<file path="src/rtl/mvm_mac_sequencer_if.sv">
// Handshake and address bus between the MVM control logic and the MAC sequencer.
// The master side drives start/hold; the slave (sequencer) drives everything else.
interface mvm_mac_sequencer_if #(
  parameter int AW_A = 4,
  parameter int AW_X = 2,
  parameter int AW_Y = 2
);
  logic            start;
  logic            hold;
  logic            busy;
  logic            done;
  logic [AW_A-1:0] addr_a;
  logic [AW_X-1:0] addr_x;
  logic            mac_valid;
  logic            mac_first;
  logic            wr_en_y;
  logic [AW_Y-1:0] addr_y;

  modport master (
    output start, hold,
    input  busy, done, addr_a, addr_x, mac_valid, mac_first, wr_en_y, addr_y
  );

  modport slave (
    input  start, hold,
    output busy, done, addr_a, addr_x, mac_valid, mac_first, wr_en_y, addr_y
  );
endinterface

</file>
<file path="src/rtl/mvm_mac_sequencer.sv">
// Address/control sequencer for the matrix-vector multiply datapath.
// Walks an MxN matrix row by row, issuing operand read addresses to a pipelined
// MAC, and carries row-completion tags through a LAT-deep delay line so that each
// result-memory write lines up with the accumulated MAC output.
module mvm_mac_sequencer #(
  parameter int M    = 3,
  parameter int N    = 3,
  parameter int LAT  = 3,
  parameter int AW_A = (M * N > 1) ? $clog2(M * N) : 1,
  parameter int AW_X = (N > 1) ? $clog2(N) : 1,
  parameter int AW_Y = (M > 1) ? $clog2(M) : 1
) (
  input  logic               clk,
  input  logic               reset,
  mvm_mac_sequencer_if.slave bus
);

  localparam int LW = (LAT > 1) ? $clog2(LAT) : 1;

  typedef enum logic [1:0] {
    S_IDLE  = 2'd0,
    S_ISSUE = 2'd1,
    S_DRAIN = 2'd2,
    S_DONE  = 2'd3
  } state_t;

  state_t          r_state;
  state_t          w_next;
  logic            w_issue;
  logic            w_begin;
  logic            w_last;
  logic            w_col_end;

  logic [AW_Y-1:0] r_row;
  logic [AW_X-1:0] r_col;
  logic [AW_A-1:0] r_lin;      // row*N+col kept as a running count, no multiplier
  logic [LW-1:0]   r_dcnt;

  logic [LAT-1:0]  r_dl_v;
  logic [AW_Y-1:0] r_dl_row [LAT];

  logic            r_busy;
  logic            r_done;
  logic [AW_A-1:0] r_addr_a;
  logic [AW_X-1:0] r_addr_x;
  logic            r_mac_valid;
  logic            r_mac_first;
  logic            r_wr_en_y;
  logic [AW_Y-1:0] r_addr_y;

  assign w_col_end = (r_col == AW_X'(N - 1));
  assign w_last    = (r_lin == AW_A'(M * N - 1));

  // State register.
  always_ff @(posedge clk or posedge reset) begin
    if (reset) begin
      r_state <= S_IDLE;
    end else begin
      r_state <= w_next;
    end
  end

  // Next-state logic; DONE also accepts a start so back-to-back passes lose no cycle.
  always_comb begin
    w_next  = r_state;
    w_issue = 1'b0;
    w_begin = 1'b0;
    case (r_state)
      S_IDLE: begin
        if (bus.start) begin
          w_next  = S_ISSUE;
          w_begin = 1'b1;
        end else begin
          w_next = S_IDLE;
        end
      end
      S_ISSUE: begin
        if (!bus.hold) begin
          w_issue = 1'b1;
          if (w_last) begin
            w_next = S_DRAIN;
          end else begin
            w_next = S_ISSUE;
          end
        end else begin
          w_next = S_ISSUE;
        end
      end
      S_DRAIN: begin
        if (r_dcnt == LW'(LAT - 1)) begin
          w_next = S_DONE;
        end else begin
          w_next = S_DRAIN;
        end
      end
      S_DONE: begin
        if (bus.start) begin
          w_next  = S_ISSUE;
          w_begin = 1'b1;
        end else begin
          w_next = S_IDLE;
        end
      end
      default: begin
        w_next = S_IDLE;
      end
    endcase
  end

  // Row/column/linear counters and the drain-cycle counter.
  always_ff @(posedge clk or posedge reset) begin
    if (reset) begin
      r_row  <= '0;
      r_col  <= '0;
      r_lin  <= '0;
      r_dcnt <= '0;
    end else begin
      if (w_begin) begin
        r_row <= '0;
        r_col <= '0;
        r_lin <= '0;
      end else if (w_issue) begin
        r_lin <= r_lin + AW_A'(1);
        if (w_col_end) begin
          r_col <= '0;
          r_row <= r_row + AW_Y'(1);
        end else begin
          r_col <= r_col + AW_X'(1);
        end
      end
      if (r_state == S_DRAIN) begin
        r_dcnt <= r_dcnt + LW'(1);
      end else begin
        r_dcnt <= '0;
      end
    end
  end

  // Row-completion delay line; shifts every cycle so hold never stalls queued writes.
  always_ff @(posedge clk or posedge reset) begin
    if (reset) begin
      r_dl_v <= '0;
      for (int i = 0; i < LAT; i++) begin
        r_dl_row[i] <= '0;
      end
    end else begin
      r_dl_v[0]   <= w_issue & w_col_end;
      r_dl_row[0] <= r_row;
      for (int i = 1; i < LAT; i++) begin
        r_dl_v[i]   <= r_dl_v[i-1];
        r_dl_row[i] <= r_dl_row[i-1];
      end
    end
  end

  // Registered outputs; operand addresses keep their last value between issues.
  always_ff @(posedge clk or posedge reset) begin
    if (reset) begin
      r_busy      <= 1'b0;
      r_done      <= 1'b0;
      r_addr_a    <= '0;
      r_addr_x    <= '0;
      r_mac_valid <= 1'b0;
      r_mac_first <= 1'b0;
      r_wr_en_y   <= 1'b0;
      r_addr_y    <= '0;
    end else begin
      r_busy      <= (r_state != S_IDLE);
      r_done      <= (r_state == S_DONE);
      r_mac_valid <= w_issue;
      r_mac_first <= w_issue & (r_col == AW_X'(0));
      if (w_issue) begin
        r_addr_a <= r_lin;
        r_addr_x <= r_col;
      end
      r_wr_en_y <= r_dl_v[LAT-1];
      if (r_dl_v[LAT-1]) begin
        r_addr_y <= r_dl_row[LAT-1];
      end
    end
  end

  assign bus.busy      = r_busy;
  assign bus.done      = r_done;
  assign bus.addr_a    = r_addr_a;
  assign bus.addr_x    = r_addr_x;
  assign bus.mac_valid = r_mac_valid;
  assign bus.mac_first = r_mac_first;
  assign bus.wr_en_y   = r_wr_en_y;
  assign bus.addr_y    = r_addr_y;

endmodule
</file>
<file path="src/flat_wrapper.sv">
// flat-port wrapper written by rule: the top's interface ports become plain ports
module mvm_mac_sequencer_flat 
#(
  parameter int M    = 3,
  parameter int N    = 3,
  parameter int LAT  = 3,
  parameter int AW_A = (M * N > 1) ? $clog2(M * N) : 1,
  parameter int AW_X = (N > 1) ? $clog2(N) : 1,
  parameter int AW_Y = (M > 1) ? $clog2(M) : 1
)
  (clk, reset, bus_start, bus_hold, bus_busy, bus_done, bus_addr_a, bus_addr_x, bus_mac_valid, bus_mac_first, bus_wr_en_y, bus_addr_y);
  mvm_mac_sequencer_if #(.AW_A(AW_A), .AW_X(AW_X), .AW_Y(AW_Y)) bus_i ();
  input  logic clk;
  input  logic reset;
  input wire logic [$bits(bus_i.start)-1:0] bus_start;
  input wire logic [$bits(bus_i.hold)-1:0] bus_hold;
  output wire logic [$bits(bus_i.busy)-1:0] bus_busy;
  output wire logic [$bits(bus_i.done)-1:0] bus_done;
  output wire logic [$bits(bus_i.addr_a)-1:0] bus_addr_a;
  output wire logic [$bits(bus_i.addr_x)-1:0] bus_addr_x;
  output wire logic [$bits(bus_i.mac_valid)-1:0] bus_mac_valid;
  output wire logic [$bits(bus_i.mac_first)-1:0] bus_mac_first;
  output wire logic [$bits(bus_i.wr_en_y)-1:0] bus_wr_en_y;
  output wire logic [$bits(bus_i.addr_y)-1:0] bus_addr_y;
  assign bus_i.start = bus_start;
  assign bus_i.hold = bus_hold;
  assign bus_busy = bus_i.busy;
  assign bus_done = bus_i.done;
  assign bus_addr_a = bus_i.addr_a;
  assign bus_addr_x = bus_i.addr_x;
  assign bus_mac_valid = bus_i.mac_valid;
  assign bus_mac_first = bus_i.mac_first;
  assign bus_wr_en_y = bus_i.wr_en_y;
  assign bus_addr_y = bus_i.addr_y;
  mvm_mac_sequencer #(.M(M), .N(N), .LAT(LAT), .AW_A(AW_A), .AW_X(AW_X), .AW_Y(AW_Y)) u_core (.clk(clk), .reset(reset), .bus(bus_i));
endmodule
</file>
<file path="config.mk">
export PLATFORM = sky130hd
export DESIGN_NAME = mvm_mac_sequencer_flat
export DESIGN_NICKNAME = d
export VERILOG_FILES = /design/src/rtl/mvm_mac_sequencer_if.sv /design/src/rtl/mvm_mac_sequencer.sv /design/src/flat_wrapper.sv
export SDC_FILE = /design/constraint.sdc
export NUM_CORES = 1
export LEC_CHECK = 0
export ABC_AREA = 1
export CAP_MARGIN = 20
export CORE_UTILIZATION = 45
export CTS_CLUSTER_DIAMETER = 30
export DETAILED_ROUTE_END_ITERATION = 8
export HOLD_SLACK_MARGIN = 0.15
export PLACE_DENSITY = 0.7
export SLEW_MARGIN = 20
export SYNTH_ARGS = -nofsm -noshare
export SYNTH_HDL_FRONTEND = slang
export SYNTH_SLANG_ARGS = --single-unit
</file>
<file path="constraint.sdc">
create_clock -name clk -period 1.4 [get_ports clk]
set_input_delay 0.28 -clock clk [delete_from_list [all_inputs] [get_ports clk]]
set_output_delay 0.28 -clock clk [all_outputs]
set_load 0.05 [all_outputs]
</file>
# [Word-level counts from Yosys, hierarchy flattened]
# Index checks and enable logic that the tools add are counted.
[word_totals] register_bits=34 word_cells=54 out_inout_bits=13 input_bits=4
[op_classes] mux=18 n_eq_ne=6 n_addsub=4 reduce_logical=7 bitwise=2
[ops] cell="two-way mux 2 bit" n=9
[ops] cell="equality test 2 bit, second input constant" n=4
[ops] cell="two-way mux 4 bit" n=2
[ops] cell="adder 2 x 1 -> 2 bit, second input constant" n=3
[ops] cell="two-way mux 1 bit" n=6
[ops] cell="case mux 2 bit (3 select lines)" n=1
[ops] cell="nonzero test 2 bit" n=3
[ops] cell="adder 4 x 1 -> 4 bit, second input constant" n=1
[ops] cell="equality test 4 bit, second input constant" n=1
[ops] cell="zero test 2 bit" n=2
[ops] cell="bitwise AND 1 bit" n=2
[ops] cell="equality test 2 x 1 -> 1 bit, second input constant" n=1
[ops] cell="AND reduction 2 bit" n=1
[ops] cell="OR reduction 2 bit" n=1

# [Logic depth before layout (Yosys ltp)]
[logic_depth] ltp_word=5 ltp_mapped=8

# [Worst setup path before layout]
# No wires, ideal clock.
[synth_timing] kind="reg-to-reg" start="register u_core.r_state[0]" end="register u_core.r_col[0]" n_path_buf=0 period_less_slack_ns=1.245 arrival_time_ns=1.127 path_stages_with_launch=7 required_time_ns=1.282 setup_ns=0.118 setup_slack_ns=0.155 path_cell_list="dfrtp_1 > inv_1 > ha_1 > nor2_4 > inv_1 > nand2_1 > nor2_1"
[synth_between] elab_chain_len=4 elab_cells_between_ends=8
[synth_lines] element="start, declared" line_no="mvm_mac_sequencer.sv:27" rtl="state_t r_state;"
[synth_lines] element="start signal, assigned" line_no="mvm_mac_sequencer.sv:59" rtl="r_state <= w_next;"
[synth_lines] element="equality test 2 bit or zero test 2 bit (tied branches)" line_no="mvm_mac_sequencer.sv:68" rtl="case (r_state)"
[synth_lines] element="OR reduction 2 bit (no line)"
[synth_lines] element="two-way mux 1 bit"
[synth_lines] element="two-way mux 2 bit or nonzero test 2 bit (tied branches)"
[synth_lines] element="end signal, assigned" line_no="mvm_mac_sequencer.sv:128" rtl="r_col <= r_col + AW_X'(1);"
[synth_lines] element="end, declared" line_no="mvm_mac_sequencer.sv:35" rtl="logic [AW_X-1:0] r_col;"
# Parallel ways exist; a longest one is shown, timed or not.
# A chain may end at the register's enable or synchronous reset.

# [Final worst setup path]
[layout_timing] start="register u_core.r_state[0]" end="register u_core.r_state[0]"
[layout_between] elab_chain_len=3 elab_cells_between_ends=6
[layout_lines] element="equality test 2 bit or zero test 2 bit (tied branches)" line_no="mvm_mac_sequencer.sv:68"
[layout_lines] element="OR reduction 2 bit (no line)"
[layout_lines] element="case mux 2 bit (3 select lines) (*)" line_no="mvm_mac_sequencer.sv:68"
[layout_lines] element="named net u_core.w_next[0]" line_no="mvm_mac_sequencer.sv:28" rtl="state_t w_next;"
# Mark *: on every way through the listed nets, which the timed path passes. The rest lies on a longest branch.

==> flow_summary.ini <==
[grt]
grtUsageTotal = 0.161
antenna_found_initial = 0
grt_max_degree = 35
grt-ovfl-total = 0
grt_pass1_vias = 843
grt_pass1_wl_mm = 3.73

[synth]
ys_async_sr_fraction = 1.00
synth-seq-area-share = 0.642
synth_top_area_frac = 0.642
yosys-top-cells-area = dfrtp_1, nand2_1, ha_1
syn_inst = 121
yosysWarnings = 0
syn_nets = 133
yosysUniqueCellTypes = 21
synth-seq-cells = 34
synth-edff-count = 0
synth_top_cell_by_area = dfrtp_1
synthFlopType = dfrtp_1
avgSynthCellArea_um2 = 11.0
syn_area_mm2 = 0.00133

[detailed_routing]
drt_pass1_iterations = 4
wl_per_cell_um = 11.9
drc = 0
vias = 845
drt.antenna.violating_nets = 0
routed_wl_mm = 2.15
avgViaCountPerCell = 4.69
drtIter0Drc = 17

[clock_network]
clkTransAtPathRegs_ns = 0.10
cts_tree = yes
cts_max_level = 2
clockBufferDepth = 2
cts-root-buf = clkbuf_4
cts-hold-fix-buffers = 0
cts_sinks = 34
numCtsBuffers = 5
insertion_delay_ns = 0.34

[setup_path]
r2r_start = u_core.r_state[0]$_DFF_PP0_
critPathKind = reg2reg
r2r_setup_slack_ns = 0.06
cp.arrival_ns = 1.57
crit_fanout = 3
cp-end-kind = register
worst_setup_path_start_kind = register
required_ns = 1.63
r2r_end = u_core.r_state[0]$_DFF_PP0_
r2r_cells = 6

[timing]
slew_headroom = 0.879
final-hold-violation-count = 0
fin_crit_ns = 1.34
rsz0062_at_grt = no
fin_worst_skew_ns = 0.00437
setup_viol = 0
finalCritPeriodShare = 0.955
maxSlewViolCount = 0
fin_setup_tns_ns = 0
fmax_mhz = 748
worstMarginPinSlew_ns = 0.181

[floorplan]
io_pins = 17
die_x_um = 56.3
core_mm2 = 0.00278
dieHeight_um = 56.3
row_count = 19
start_util = 0.477
die-area_mm2 = 0.00317

[cells_and_area]
stdcell_count = 180
design_area_mm2 = 0.00177
nets = 160
drive_gt1_frac = 0.255
synthToLayoutAreaGrowth_pct = 33.8
antenna_cells = 0

[placed_design]
detailed_place_hpwl_mm = 1.51
gp_congestion = 0.756
dp.cells = 171
dpl-instance-area_mm2 = 0.00169
portBuffers = 16

[power_and_ir_drop]
p_leak_nw = 0.918
power.density_mw_per_mm2 = 2160
peakVddDrop_uv = 1370

[run_status]
status = finished clean

[hold_path]
hp-class = in2async

[run]
maxCapViolations = 0
power by group:
| group | switching [mW] | total, mW | internal [mW] |
|---|---|---|---|
| Combinational | 0.903 | 1.65 | 0.742 |
| Sequential | 0.222 | 1.48 | 1.26 |
| Clock | 0.331 | 0.700 | 0.370 |
| Total | 1.46 | 3.83 | 2.37 |
per-layer routing:
| layer | vias to the layer above | share of wire | track usage |
|---|---|---|---|
| li1 | 426 | - | - |
| met1 | 392 | 0.46 | 0.197 |
| met2 | 20 | 0.46 | 0.248 |
| met3 | 7 | 0.061 | 0.0714 |
| met4 | 0 | 0.020 | 0.0732 |
| met5 | - | 0 | 0 |
worst max-delay path by stage:
| stage | start | endpoint | slack, ns | cells past startpoint |
|---|---|---|---|---|
| finish | u_core.r_state[0]$_DFF_PP0_ | u_core.r_state[0]$_DFF_PP0_ | 0.06 | 6 |
| global placement | u_core.r_state[0]$_DFF_PP0_ | u_core.r_row[1]$_DFFE_PP0P_ | 0.05 | 7 |
| floorplan | u_core.r_state[0]$_DFF_PP0_ | u_core.r_col[0]$_DFFE_PP0P_ | 0.16 | 6 |
| detailed placement | u_core.r_state[0]$_DFF_PP0_ | u_core.r_row[1]$_DFFE_PP0P_ | -0.00005 | 7 |
| global route | u_core.r_state[0]$_DFF_PP0_ | u_core.r_row[1]$_DFFE_PP0P_ | 0.02 | 7 |
| CTS | u_core.r_state[0]$_DFF_PP0_ | u_core.r_row[1]$_DFFE_PP0P_ | 0.02 | 7 |
synth_stat cells (2+ instances only):
master,instances
nor2_4,2
inv_1,13
o21ai_1,2
nand2_1,29
nor2_1,14
dfrtp_1,34
o21ai_0,2
mux2_2,2
ha_1,8
a21oi_1,4
state kept, by name, summed over array words and instances (netlist names):
signal                flops
u_core.bus.addr_a         4
u_core.bus.addr_x         2
u_core.bus.addr_y         2
u_core.bus.busy           1
u_core.bus.done           1
u_core.bus.mac_first      1
u_core.bus.mac_valid      1
u_core.bus.wr_en_y        1
u_core.r_col              2
u_core.r_dcnt             2
u_core.r_dl_row           6
u_core.r_dl_v             3
u_core.r_lin              4
u_core.r_row              2
u_core.r_state            2
stage by stage:
stage                     utilization  worst slack [ns]  total power [mW]  hold slack [ns]
after floorplan                     -             0.155              2.39            0.331
after global placement          0.606            0.0506              3.07            0.332
after detailed placement        0.606        -0.0000472              3.12            0.335
after CTS                       0.637            0.0245              3.85            0.282
after global routing            0.638            0.0162              4.04            0.297
final                           0.638            0.0632              3.83            0.280
cell type report:
| type | instances | area (um^2) |
|---|---|---|
| Clock inverter | 3 | 40.0 |
| Fill cell | 214 | 1010 |
| Timing Repair Buffer | 21 | 340 |
| Clock buffer | 5 | 37.5 |
| Inverter | 15 | 58.8 |
| Tap cell | 31 | 38.8 |
| Multi-Input combinational cell | 71 | 408 |
| Sequential cell | 34 | 851 |
layout by cell type, fill, tap and decap left out, drive strengths merged:
| master | count |
|---|---|
| a21oi | 5 |
| clkbuf | 5 |
| bufinv | 1 |
| clkdlybuf4s50 | 3 |
| nand3 | 1 |
| buf | 18 |
| nor2 | 16 |
| nor3 | 1 |
| dfrtp | 34 |
| o21ai | 4 |
| nand4 | 1 |
| nand2 | 31 |
| mux2 | 2 |
| a211oi | 1 |
| ha | 8 |
| xnor2 | 1 |
| inv | 15 |
| clkinv | 2 |
worst max-delay path, stage by stage (launching register included):
cell and delay [ns]:
dfrtp_1 0.41, inv_1 0.08, ha_1 0.33, nor2_4 0.06, buf_4 0.13, a21oi_1 0.14, o21ai_1 0.08
logic make-up (layout without fill, tap and decap cells):
group	after synthesis	in the layout	synth area share
buffers and inverters	16	44	0.0528
and+or+nand+nor	50	50	0.164
AOI/OAI and AO/OA	10	10	0.0425
DFF	34	34	0.642
xor gates and xnor gates	1	1	0.00660
muxes	2	2	0.0170
adders and majority gates	8	8	0.0755
what timing repair did:
action | CTS | global route
gates cloned | 0 | 0
resized for setup | 0 | 4
buffers inserted | 1 | 0
setup endpoints to repair | 2 | 6
Power figures use the tool's default switching activity.
